[src/rtl/inst_fetch_queue.sv]
// Dual-write, dual-read instruction queue between icache fetch and decode/issue.
// First-word-fall-through read side; pushes and pops are clipped to the
// free space and occupancy seen at the start of the cycle.
module inst_fetch_queue #(
  parameter int unsigned DEPTH     = 16,
  parameter int unsigned PTR_WIDTH = 4
) (
  input  logic                 clk,
  input  logic                 rst,
  input  logic                 flush,
  input  logic                 push_en1,
  input  logic                 push_en2,
  input  logic [31:0]          push_inst1,
  input  logic [31:0]          push_inst2,
  input  logic [31:0]          push_pc1,
  input  logic                 pop_en1,
  input  logic                 pop_en2,
  output logic                 out_valid1,
  output logic                 out_valid2,
  output logic [31:0]          out_inst1,
  output logic [31:0]          out_inst2,
  output logic [31:0]          out_pc1,
  output logic [31:0]          out_pc2,
  output logic                 almost_full,
  output logic                 empty,
  output logic [PTR_WIDTH:0]   count
);

  localparam logic [PTR_WIDTH:0] DEPTH_C = (PTR_WIDTH+1)'(DEPTH);
  localparam logic [PTR_WIDTH:0] ONE_C   = (PTR_WIDTH+1)'(1);
  localparam logic [PTR_WIDTH:0] TWO_C   = (PTR_WIDTH+1)'(2);

  logic [31:0]          inst_mem [DEPTH];
  logic [31:0]          pc_mem   [DEPTH];

  logic [PTR_WIDTH-1:0] wr_ptr;
  logic [PTR_WIDTH-1:0] rd_ptr;
  logic [PTR_WIDTH-1:0] wr_ptr_p1;
  logic [PTR_WIDTH-1:0] rd_ptr_p1;
  logic [PTR_WIDTH:0]   cnt;
  logic [PTR_WIDTH:0]   free_slots;
  logic [PTR_WIDTH:0]   npush;
  logic [PTR_WIDTH:0]   npop;

  // Effective push/pop amounts, clipped against pre-cycle occupancy
  always_comb begin
    free_slots = DEPTH_C - cnt;
    npush      = '0;
    npop       = '0;
    if (push_en1) begin
      npush = push_en2 ? TWO_C : ONE_C;
    end
    if (npush > free_slots) begin
      npush = free_slots;
    end
    if (pop_en1) begin
      npop = pop_en2 ? TWO_C : ONE_C;
    end
    if (npop > cnt) begin
      npop = cnt;
    end
  end

  assign wr_ptr_p1 = wr_ptr + 1'b1;
  assign rd_ptr_p1 = rd_ptr + 1'b1;

  // Pointer and occupancy state; flush overrides any push/pop this cycle
  always_ff @(posedge clk or posedge rst) begin
    if (rst) begin
      wr_ptr <= '0;
      rd_ptr <= '0;
      cnt    <= '0;
    end else if (flush) begin
      wr_ptr <= '0;
      rd_ptr <= '0;
      cnt    <= '0;
    end else begin
      wr_ptr <= wr_ptr + npush[PTR_WIDTH-1:0];
      rd_ptr <= rd_ptr + npop[PTR_WIDTH-1:0];
      cnt    <= cnt + npush - npop;
    end
  end

  // Entry storage writes; second word's PC is derived from the first
  always_ff @(posedge clk) begin
    if (!flush && !rst) begin
      if (npush != '0) begin
        inst_mem[wr_ptr] <= push_inst1;
        pc_mem[wr_ptr]   <= push_pc1;
      end
      if (npush == TWO_C) begin
        inst_mem[wr_ptr_p1] <= push_inst2;
        pc_mem[wr_ptr_p1]   <= push_pc1 + 32'd4;
      end
    end
  end

  // Fall-through read ports, zeroed when the slot is not occupied
  always_comb begin
    out_valid1 = (cnt >= ONE_C);
    out_valid2 = (cnt >= TWO_C);
    out_inst1  = out_valid1 ? inst_mem[rd_ptr]    : '0;
    out_pc1    = out_valid1 ? pc_mem[rd_ptr]      : '0;
    out_inst2  = out_valid2 ? inst_mem[rd_ptr_p1] : '0;
    out_pc2    = out_valid2 ? pc_mem[rd_ptr_p1]   : '0;
  end

  assign almost_full = (cnt >= (DEPTH_C - ONE_C));
  assign empty       = (cnt == '0);
  assign count       = cnt;

endmodule

[config.mk]
export PLATFORM = sky130hd
export DESIGN_NAME = inst_fetch_queue
export DESIGN_NICKNAME = d
export VERILOG_FILES = /design/src/rtl/inst_fetch_queue.sv
export SDC_FILE = /design/constraint.sdc
export NUM_CORES = 2
export LEC_CHECK = 0
export CAP_MARGIN = 10
export CORE_MARGIN = 2
export CORE_UTILIZATION = 50
export CTS_CLUSTER_SIZE = 10
export DETAILED_ROUTE_END_ITERATION = 8
export DONT_BUFFER_PORTS = 1
export PLACE_DENSITY = 0.68
export REMOVE_ABC_BUFFERS = 1
export SYNTH_ARGS = -nofsm -noshare
export SYNTH_HDL_FRONTEND = slang
export SYNTH_SLANG_ARGS = --single-unit
[constraint.sdc]
create_clock -name clk -period 8.1 [get_ports clk]
set_clock_uncertainty 0.15 [all_clocks]
set_input_delay 0.81 -clock clk [delete_from_list [all_inputs] [get_ports clk]]
set_output_delay 0.81 -clock clk [all_outputs]
set_load 0.01 [all_outputs]
Word level (Yosys, flattened, before mapping)
Memory sizes are Yosys's and may differ from the RTL's.
Index checks and enable logic that the tools add are counted.

cells by class
  eq/ne operators = 1
  reductions and logical operators = 5
  add/sub/neg operators = 8
  magnitude comparators = 5
  multiplexer cells = 19

operators by type and width
  operator               number
  $mux 32                4
  $add 32x3->32 const B  1
  $mux 5                 3
  $gt 5x5->1             2
  $add 4x1->4 const B    2
  $add 4x4->4            2
  $mux 2                 4
  $mux 4                 2
  $mux 1                 6
  $add 5x5->5            1
  $eq 5x2->1 const B     1
  $ge 5x1->1 const B     1
  $ge 5x2->1 const B     1
  $ge 5x4->1 const B     1
  $logic_not 5->1        1
  $reduce_bool 5->1      1
  $sub 5x5->5            1
  $sub 5x5->5 const A    1
  $logic_not 1->1        2
  $logic_and 1x1->1      1

word-level totals
  word-level logic and storage cells = 43
  bits of input ports = 103
  memory bits (writable) = 1024
  bits in registers = 13
  memories = 2

memory list
  memory    words  width  read ports  clocked after memory_dff  write ports  line  RTL
  inst_mem  16     32     2           0                         2            33    logic [31:0] inst_mem [DEPTH];
  pc_mem    16     32     2           0                         2            34    logic [31:0] pc_mem [DEPTH];

Longest topological paths before layout
  depth after elaboration = 8
  gate-level depth with buffers = 21

Worst setup path before layout
OpenSTA, ideal clock, no wires.

  path kind = register to register
  from = register cnt[0] (netlist: count[0])
  to = memory inst_mem[8][0] (enable)
  setup slack = 0.154 ns
  period minus slack after synthesis = 7.946 ns
  path buffers = 2
  required time = 7.376 ns
  cell stages (with the launch flop) = 13
  arrival time = 7.222 ns
  path through = dfrtp_1 -> buf_2 -> inv_1 -> ha_1 -> inv_1 -> ha_1 -> nor2b_1 -> o2111a_1 -> a21oi_4 -> buf_4 -> mux2i_1 -> nand2_1 -> o21ai_0

RTL lines
  what                    line  RTL
  start, declared         40    logic [PTR_WIDTH:0] cnt;
  start signal, assigned  80    cnt <= cnt + npush - npop;
  end, declared           33

==> summary.md <==
| Metric | Value |
|---|---|
| Status | `finished clean` |
| WL per Instance | `about 31 microns` |
| P&R area growth vs syn | `7.13%` |
| Placed insts | `between 6000 and 7000` |
| Root buffer cell | `clkbuf_16` |
| Worst hold path class | `in2reg` |
| Slew HR | `0.154` |
| Via Count | `43100` |
| Startpoint type of the worst setup path | `register` |
| Initial core utilization | `0.504` |
| Unrepaired setup endpoints after global routing | `no` |
| Maximum vdd drop | `0.418 mV` |
| Hold_buf cts | `2` |
| Crit end category | `register` |
| CTS clock-pin slew for the worst setup and hold paths | `around 0.060 ns` |
| Final-stage net count | `4997` |
| Residual DRC | `0` |
| Total track usage | `0.316` |
| Htree depth | `3` |
| # setup viols final | `0` |
| Flop-to-flop setup slack | `2.14 ns` |
| DRT Wirelength | `just over 200000 microns` |
| Vias in the first global route | `42600` |
| CP Launch Point | `count[1]` |
| Final worst path period need | `5.96 ns` |
| Grt total ovfl | `0` |
| Yosys cell types | `60` |
| Final Util | `0.540` |
| Crit-path leading delay family | `simple AND/OR/NAND/NOR gates` |
| DR iter-0 viols | `5933` |
| Commonest non-fill, non-tap cells in the layout | `nand2_1, edfxtp_1, mux4_2` |
| Most common cell after layout, fill and taps aside | `nand2_1` |
| Clock Sinks | `1037` |
| Number of cells on the critical path | `11` |
| Post-route insts no fill | `6534` |
| Worst reg-to-reg path cell count | `11` |
| Hpwl dp | `114000 microns` |
| Number of synthesized flops with an enable pin | `1024` |
| Setup Fix Bufs, Post-CTS | `0` |
| Fin crit share | `0.736` |
| Setup CP Type | `reg2reg` |
| PortBufs | `0` |
| Hold Fails Final Rpt | `0` |
| Fmax | `roughly 170 MHz` |
| I/O Pins | `240` |
| Core area | `between 0.1 and 0.15 sq mm` |
| Max clock buf depth | `3` |
| Yosys top cell area share | `0.492` |
| Syn. warnings | `0` |
| Cell Area, Synth | `0.0624 sq mm` |
| Largest area contributor in the netlist | `edfxtp_1` |
| Initial antenna violation count | `5` |
| Die Y | `357 microns` |
| Die area | `0.128 sq mm` |
| Worst Path Max Fanout | `39` |
| Sequential share of the synthesized area | `0.498` |
| Worst reg2reg endpoint | `inst_mem[5][5]` |
| Cells after Synth | `about 5200` |
| Crit-path cells | `inv_1 > ha_1 > inv_1 > ha_1 > nor2b_1 > o2111a_1 > a21o_1 > mux2i_1 > a22oi_1 > nor2_4 > buf_12` |
| Flops & latches, synth | `1037` |
| # diodes | `0` |
| Bufs and invs on worst path | `3` |
| Max-cap violations | `0` |
| Global-route wire length before repair | `between 200000 and 300000 microns` |
| Final-report max-slew violation count | `0` |
| Pleak | `0.0230 uW` |
| Post-route ant nets | `0` |
| CP required | `8.32 ns` |
| Cts bufs inserted | `117` |
| Vias per cell | `6.60` |
| Min-delay src | `push_pc1[0]` |
| Row count | `129` |
| RD Place Congestion | `0.841` |
| Final setup TNS | `0 ns` |
| CTS tree | `done` |
| Slowest CP cell | `nor2_4` |
| Synth area leaders | `edfxtp_1, mux4_2, nand2_1, xor2_1, xnor2_1` |
| CP Data Arrival Time | `between 6 and 7 ns` |
| Worst slew pin tran | `between 1 and 1.5 ns` |
| Largest net degree at the start of global routing | `about 150` |
| Die Wd | `roughly 360 microns` |
| FFs w/ async S/R, synth | `0.0125` |
| 1st-pass router iterations | `6` |
| Latest clock arrival within the worst-skew pair | `0.73 ns` |
| Fill cells | `9991` |
| Max incr delay on CP | `1.04 ns` |
| Hold Worst Slack | `0.0426 ns` |
| Reg2reg start | `count[1]` |
| Pwr Density | `between 200 and 300 mW/mm^2` |
| CP Capture Point | `inst_mem[5][5]` |
| Mean Syn Cell Area | `12.1 sq um` |
| Synth Flop Type | `edfxtp_1` |
| Share of cells above drive strength 1 | `0.182` |
| Resize count post-CTS | `0` |
[how the worst min path moves through the flow]
stage,to,slack [ns],depth (start not counted)
CTS,pc_mem[0][0],0.01,0
global route,pc_mem[11][0],0.03,0
global placement,count[4],0.61,3
detailed placement,wr_ptr[3],0.61,2
floorplan,wr_ptr[3],0.48,2
finish,pc_mem[0][0],0.04,0
[report_power, final]
| group | internal (uW) | switching [uW] |
|---|---|---|
| clock | 2630 | 2130 |
| sequential | 6120 | 257 |
| combinational | 3380 | 4370 |
| total | 12100 | 6760 |
[registers in the layout, indices dropped and copies added, names as in the netlist]
signal	flops
rd_ptr	4
wr_ptr	4
inst_mem	512
pc_mem	512
count	5
[worst register-to-register path, stage by stage (launching register included)]
cell and delay (ns):
dfrtp_1 0.64, inv_1 0.24, ha_1 0.43, inv_1 0.08, ha_1 0.31, nor2b_1 0.22
o2111a_1 0.29, a21o_1 0.30, mux2i_1 0.90, a22oi_1 0.54, nor2_4 1.04, buf_12 0.43
[through the flow]
step                setup slack [ns]  total power [uW]  instance area, sq um
floorplan                     -18.27             14100                 60300
global placement                2.53             14100                 63700
detailed placement              2.38             14200                 63700
CTS                             2.13             18900                 66900
global route                    1.91             19500                 66900
finish                          2.14             18900                 66900
[synth_stat cells, types with 4 or more instances]
| cell | n |
|---|---|
| nand2_1 | 1697 |
| edfxtp_1 | 1024 |
| mux4_2 | 576 |
| clkbuf_1 | 302 |
| nor2_1 | 301 |
| xor2_1 | 263 |
| xnor2_1 | 211 |
| buf_2 | 156 |
| nor2b_1 | 137 |
| a211oi_1 | 129 |
| mux2i_1 | 78 |
| mux2_2 | 41 |
| buf_1 | 27 |
| ha_1 | 24 |
| inv_1 | 22 |
| nand3_1 | 20 |
| nand2b_1 | 17 |
| dfrtp_1 | 13 |
| and3_1 | 9 |
| buf_4 | 8 |
| mux2i_2 | 8 |
| nor3_1 | 8 |
| a21oi_1 | 7 |
| and2_1 | 7 |
| mux2_4 | 7 |
| nand4_1 | 7 |
| a21o_1 | 6 |
| o21ai_0 | 5 |
| fa_1 | 4 |
[metal layers]
layer | global-route usage | vias up | part of all wire
met5 | 0 | - | 0.00018
met2 | 0.499 | 2970 | 0.47
met1 | 0.425 | 21800 | 0.36
met4 | 0.111 | 6 | 0.039
li1 | - | 17800 | -
met3 | 0.0828 | 514 | 0.13
[cell type report]
| type | count | area, sq um | share of cell area |
|---|---|---|---|
| Clock buffer | 135 | 3040 | 0.0454 |
| Clock inverter | 15 | 121 | 0.00181 |
| Inverter | 23 | 86.3 | 0.00129 |
| Multi-Input combinational cell | 3604 | 29600 | 0.442 |
| Sequential cell | 1037 | 31100 | 0.465 |
| Tap cell | 1637 | 2050 | 0.0306 |
| Timing Repair Buffer | 83 | 916 | 0.0137 |
[logic make-up (layout without fill, tap and decap cells)]
kind of cell	count (synthesis)	count (layout)	synth area share
DFF	1037	1037	0.498
adders and majority gates	28	28	0.00609
muxes	710	710	0.231
and+or+nand+nor	2228	2228	0.145
other	1	4	0.0000601
AOI/OAI and AO/OA	160	160	0.0190
xor gates and xnor gates	474	474	0.0665
buffers and inverters	519	256	0.0351
Note: power is estimated with default switching activity, not from simulation.
